<file path="src/rtl/jk_pkg.sv">
// Shared mode encoding and JK pair constants for the multimode register.
package jk_pkg;

  typedef enum logic [1:0] {
    MODE_JK    = 2'b00,
    MODE_LOAD  = 2'b01,
    MODE_SHIFT = 2'b10,
    MODE_COUNT = 2'b11
  } jk_mode_e;

  localparam logic [1:0] JK_HOLD = 2'b00;
  localparam logic [1:0] JK_CLR  = 2'b01;
  localparam logic [1:0] JK_SET  = 2'b10;
  localparam logic [1:0] JK_TGL  = 2'b11;

endpackage

</file>
<file path="src/rtl/jk_ff_cell.sv">
// Single JK flip-flop bit with synchronous active-low reset and update enable.
module jk_ff_cell
  import jk_pkg::*;
(
  input  logic clk,
  input  logic rst_n,
  input  logic en,
  input  logic rst_val,
  input  logic j,
  input  logic k,
  output logic q
);

  logic r_q;

  always_ff @(posedge clk) begin
    if (!rst_n) begin
      r_q <= rst_val;
    end else if (en) begin
      case ({j, k})
        JK_HOLD: r_q <= r_q;
        JK_CLR:  r_q <= 1'b0;
        JK_SET:  r_q <= 1'b1;
        JK_TGL:  r_q <= ~r_q;
        default: r_q <= r_q;
      endcase
    end
  end

  assign q = r_q;

endmodule

</file>
<file path="src/rtl/jk_multimode_reg.sv">
// WIDTH-bit register of JK cells: per-bit JK, parallel load, serial shift and
// up/down count, every mode expressed as J/K drive into the cells.
module jk_multimode_reg
  import jk_pkg::*;
#(
  parameter int unsigned       WIDTH      = 8,
  parameter logic [WIDTH-1:0]  RESET_VAL  = '0,
  parameter bit                SHIFT_LEFT = 1'b1
) (
  input  logic             clk,
  input  logic             rst_n,
  input  logic             en,
  input  logic [1:0]       mode,
  input  logic [WIDTH-1:0] j,
  input  logic [WIDTH-1:0] k,
  input  logic [WIDTH-1:0] d,
  input  logic             ser_in,
  input  logic             dir,
  output logic [WIDTH-1:0] q,
  output logic [WIDTH-1:0] q_bar,
  output logic [WIDTH-1:0] chg,
  output logic             tc
);

  jk_mode_e         w_mode;
  logic [WIDTH-1:0] w_q;
  logic [WIDTH-1:0] w_j;
  logic [WIDTH-1:0] w_k;
  logic [WIDTH-1:0] w_t;
  logic [WIDTH-1:0] w_shift;
  logic [WIDTH-1:0] w_next;
  logic [WIDTH-1:0] r_chg;

  assign w_mode = jk_mode_e'(mode);

  // T-chain: bit i toggles when all lower bits match the carry/borrow value.
  always_comb begin
    logic run;
    w_t = '0;
    run = 1'b1;
    for (int unsigned i = 0; i < WIDTH; i++) begin
      w_t[i] = run;
      run    = run & (dir ? w_q[i] : ~w_q[i]);
    end
  end

  always_comb begin
    if (SHIFT_LEFT) w_shift = {w_q[WIDTH-2:0], ser_in};
    else            w_shift = {ser_in, w_q[WIDTH-1:1]};
  end

  always_comb begin
    w_j = '0;
    w_k = '0;
    case (w_mode)
      MODE_JK:    begin w_j = j;       w_k = k;        end
      MODE_LOAD:  begin w_j = d;       w_k = ~d;       end
      MODE_SHIFT: begin w_j = w_shift; w_k = ~w_shift; end
      MODE_COUNT: begin w_j = w_t;     w_k = w_t;      end
      default:    begin w_j = '0;      w_k = '0;       end
    endcase
  end

  // Mirror of the cell transfer function, needed for the change flags.
  always_comb begin
    w_next = w_q;
    for (int unsigned i = 0; i < WIDTH; i++) begin
      case ({w_j[i], w_k[i]})
        JK_HOLD: w_next[i] = w_q[i];
        JK_CLR:  w_next[i] = 1'b0;
        JK_SET:  w_next[i] = 1'b1;
        JK_TGL:  w_next[i] = ~w_q[i];
        default: w_next[i] = w_q[i];
      endcase
    end
  end

  for (genvar gi = 0; gi < WIDTH; gi++) begin : g_cell
    jk_ff_cell u_cell (
      .clk     (clk),
      .rst_n   (rst_n),
      .en      (en),
      .rst_val (RESET_VAL[gi]),
      .j       (w_j[gi]),
      .k       (w_k[gi]),
      .q       (w_q[gi])
    );
  end

  always_ff @(posedge clk) begin
    if (!rst_n)  r_chg <= '0;
    else if (en) r_chg <= w_next ^ w_q;
    else         r_chg <= '0;
  end

  assign q     = w_q;
  assign q_bar = ~w_q;
  assign chg   = r_chg;
  assign tc    = en & (w_mode == MODE_COUNT) &
                 ((dir & (&w_q)) | (~dir & ~(|w_q)));

endmodule

</file>
<file path="config.mk">
export PLATFORM = sky130hd
export DESIGN_NAME = jk_multimode_reg
export DESIGN_NICKNAME = d
export VERILOG_FILES = /design/src/rtl/jk_pkg.sv /design/src/rtl/jk_ff_cell.sv /design/src/rtl/jk_multimode_reg.sv
export SDC_FILE = /design/constraint.sdc
export NUM_CORES = 1
export LEC_CHECK = 0
export BUFFER_PORTS_ARGS = -buffer_cell sky130_fd_sc_hd__clkbuf_2
export CAP_MARGIN = 5
export CORE_AREA = 2 2 51 64
export CTS_CLUSTER_DIAMETER = 100
export DETAILED_ROUTE_END_ITERATION = 16
export DIE_AREA = 0 0 53 66
export HOLD_SLACK_MARGIN = 0.05
export PLACE_DENSITY = 0.87
export SYNTH_ARGS = -nofsm -noshare
export SYNTH_HDL_FRONTEND = slang
export SYNTH_SLANG_ARGS = --single-unit
</file>
<file path="constraint.sdc">
create_clock -name clk -period 2.2 [get_ports clk]
set_input_delay 0.44 -clock clk [delete_from_list [all_inputs] [get_ports clk]]
set_output_delay 0.44 -clock clk [all_outputs]
set_load 0.01 [all_outputs]
</file>
==> summary.md <==
| Metric | Value |
|---|---|
| Outcome | finished, violations left |
| Failing checks | negative setup slack |
| VDD IR max | 0.2445 mV |
| Area share of the leading cell type in the synthesized netlist | 24.11% |
| Cell Count, Final, Fillers Out | between 200 and 250 |
| Synthesized cell area | approximately 0.0013 mm² |
| Routed wl met2 | 1714 µm |
| Synth area leader | dfxtp_1 |
| Worst EP required | between 1.5 and 2 ns |
| Setup Skew | 0.001531 ns |
| Largest net degree at the start of global routing | 23 |
| CTS Sinks | 16 |
| CP Max Fanout | 6 |
| Post-route antenna net violation count | 0 |
| Vias | 1400 |
| Synthesized instance count | roughly 170 |
| Yosys warns | 0 |
| DRT Wirelength | 3446 µm |
| # Max-Cap Violations | 0 |
| Root Buffer | clkbuf_4 |
| Die area | approximately 0.0035 mm² |
| Worst EP arrival | 1.76 ns |
| Via density | slightly below 6 |
| Pwr Density | between 500 and 600 mW/mm² |
| Routed length on met1 | 1384 µm |
| Post-Route Setup TNS | -0.003904 ns |
| Netlist cell types | 54 |
| DRC violations left | 0 |
| Grt ovf | 0 |
| # diodes | 0 |
| Wirelength per Cell | 14.24 µm |
| First-pass GRT wire length | 5451 µm |
| Slew headroom | 71.12% |
| Design area | about 0.0015 mm² |
| Synth Area per Inst | 8.053 µm² |
| Final Hold Viols | 0 |
| Top Metal Used | met4 |
| LEAKAGE | 0.6995 nW |
| Largest cells by area after synthesis | dfxtp_1, buf_4, a21oi_1 |
| GP Congestion | 0.8538 |
| H-tree depth | 1 |
| Core area | 0.002890 mm² |
| Clock buffer depth | 2 |
| Setup CP Type | register to output pin |
| Clk_lat worst skew | 0.29 ns |
| PortBufs | 55 |
| Initial core utilization | 45.97% |
| Die height | 66 µm |
| Hold Path Class | primary input to register |
| Row count | 22 |
| # placed instances | 239 |
| Half-perimeter wire length after placement | 2573 µm |
| Vias in the first global route | 1260 |
| Final setup violating endpoints | 1 |
| First drt pass iteration count | 4 |
| Num CTS Buffers | 3 |
| Power Total | 0.7895 mW |
| Fmax achieved | 453.7 MHz |
| Share of post-route cells with drive strength above 1 | approximately two fifths |
| Ys async rst share | 0% |
| Measured slew at the worst slew-check pin | around 0.43 ns |
| Layout area overhead | 15.54% |
| Register area share after synthesis | 24.11% |
| CTS tree | built |
| CP startpoint kind | register |
| Final core occ | 53.12% |
| Synth Register Bits | 16 |
| Min Tclk post-route | approximately 2.2 ns |
| IO Pins | 56 |
| CTS clock-pin slew for the worst setup and hold paths | 0.10 ns |
| Initial DRC Count | 39 |
| Slew Viols, Final | 0 |
| Final worst-path cycle share | 100.2% |
| Filler cells | about 290 |
| Synth Net Count | 196 |
| R2R setup slack | around 0.39 ns |
| CP Capture Type | output pin |
| DR WL met3 | 274 µm |
| # nets final | between 200 and 250 |
| Die Width | ~53 µm |
| Total track usage | 21.01% |
| Number of synthesized flops with an enable pin | 0 |
| Initial antenna violation count | 0 |
| Most used DFF post-synth | dfxtp_1 |
| Post-CTS Setup Repair Bufs | 0 |
| Setup ws final | -0.003904 ns |
| Cell Area, Placed | 0.001505 mm² |
-- registers in the layout, indices dropped and copies added (netlist names) --
name             flops
g_cell.u_cell.q      8
chg                  8
-- placed cells by master (no fill, tap or decap), types with 2 or more instances in the layout --
master	n
a211oi_1	2
a21boi_0	2
a21o_1	2
a21oi_1	14
a31o_1	5
and2_1	2
and3_1	2
buf_4	3
clkbuf_2	55
clkbuf_4	3
dfxtp_1	14
dfxtp_2	2
inv_1	13
mux2i_1	3
nand2_1	11
nand2b_1	2
nand3_1	4
nand4_1	3
nor2_1	10
nor2b_1	4
nor3_1	2
nor3_2	2
nor4_2	2
o211ai_1	2
o21ai_0	8
o221a_2	2
o221ai_1	2
o22a_1	2
o22ai_1	2
or3_1	2
xnor2_1	3
-- per-layer routing --
metal	global-route usage (%)	vias to the layer above
met1	23.98	645
met5	0	-
li1	-	677
met2	35.00	71
met3	4.299	7
met4	12.82	0
-- cell usage after synthesis, types with 3 or more instances --
cell type,count
nand2_1,11
clkbuf_8,3
nor2_1,10
buf_4,10
o21ai_0,8
inv_1,13
buf_6,3
nand3_1,4
xnor2_1,3
nor2b_1,4
dfxtp_1,16
nand4_1,3
a31o_1,5
mux2i_1,3
a21oi_1,14
nor3_1,3
-- cells by family (layout without fill, tap and decap cells) --
logic type | after synthesis | in the layout | share of synthesized area (%)
compound gates | 56 | 56 | 30.32
simple gates | 50 | 50 | 20.62
buf+inv | 34 | 75 | 16.48
flops | 16 | 16 | 24.11
mux | 6 | 6 | 6.497
xor+xnor | 3 | 3 | 1.978
-- power breakdown --
group	switching, mW	leakage, nW	internal, mW
logic	0.154	0.553	0.127
clock network	0.0990	0.0138	0.0639
registers	0.0314	0.132	0.314
-- final timing paths --
kind	from	endpoint	cells after the start
worst min-delay path	j[3]	g_cell[3].u_cell.q	3
worst max-delay path	g_cell[2].u_cell.q	tc	4
worst min register to register	g_cell[2].u_cell.q	chg[2]	2
worst max register to register	g_cell[2].u_cell.q	g_cell[4].u_cell.q	5
-- through the flow --
stage | setup slack, ns | hold WS, ns
2_1_floorplan | 0.4389 | 0.4997
3_3_place_gp | 0.2654 | 0.5567
3_5_place_dp | 0.2694 | 0.5538
4_1_cts | 0.01275 | 0.4676
5_1_grt | -0.03771 | 0.5011
6_report | -0.003904 | 0.4656
-- layout make-up --
class | count | area, µm² | area share, %
multi-input combinational | 115 | 794.5 | 51.75
sequential | 16 | 322.8 | 21.03
timing repair buffer | 58 | 297.8 | 19.40
inverter | 14 | 52.55 | 3.423
tap | 36 | 45.04 | 2.934
clock buffer | 3 | 22.52 | 1.467
-- critical path, stage by stage, from the launching register on --
cell      delay, ns
dfxtp_2        0.36
or4_4          0.57
nor3_2         0.22
o211a_1        0.18
clkbuf_2       0.13
-- timing repair --
action | CTS | global route
setup endpoints to repair | 1 | 1
resized for setup | 1 | 2
hold buffers | 0 | 0
No activity file was read; power rests on OpenSTA's default activity.
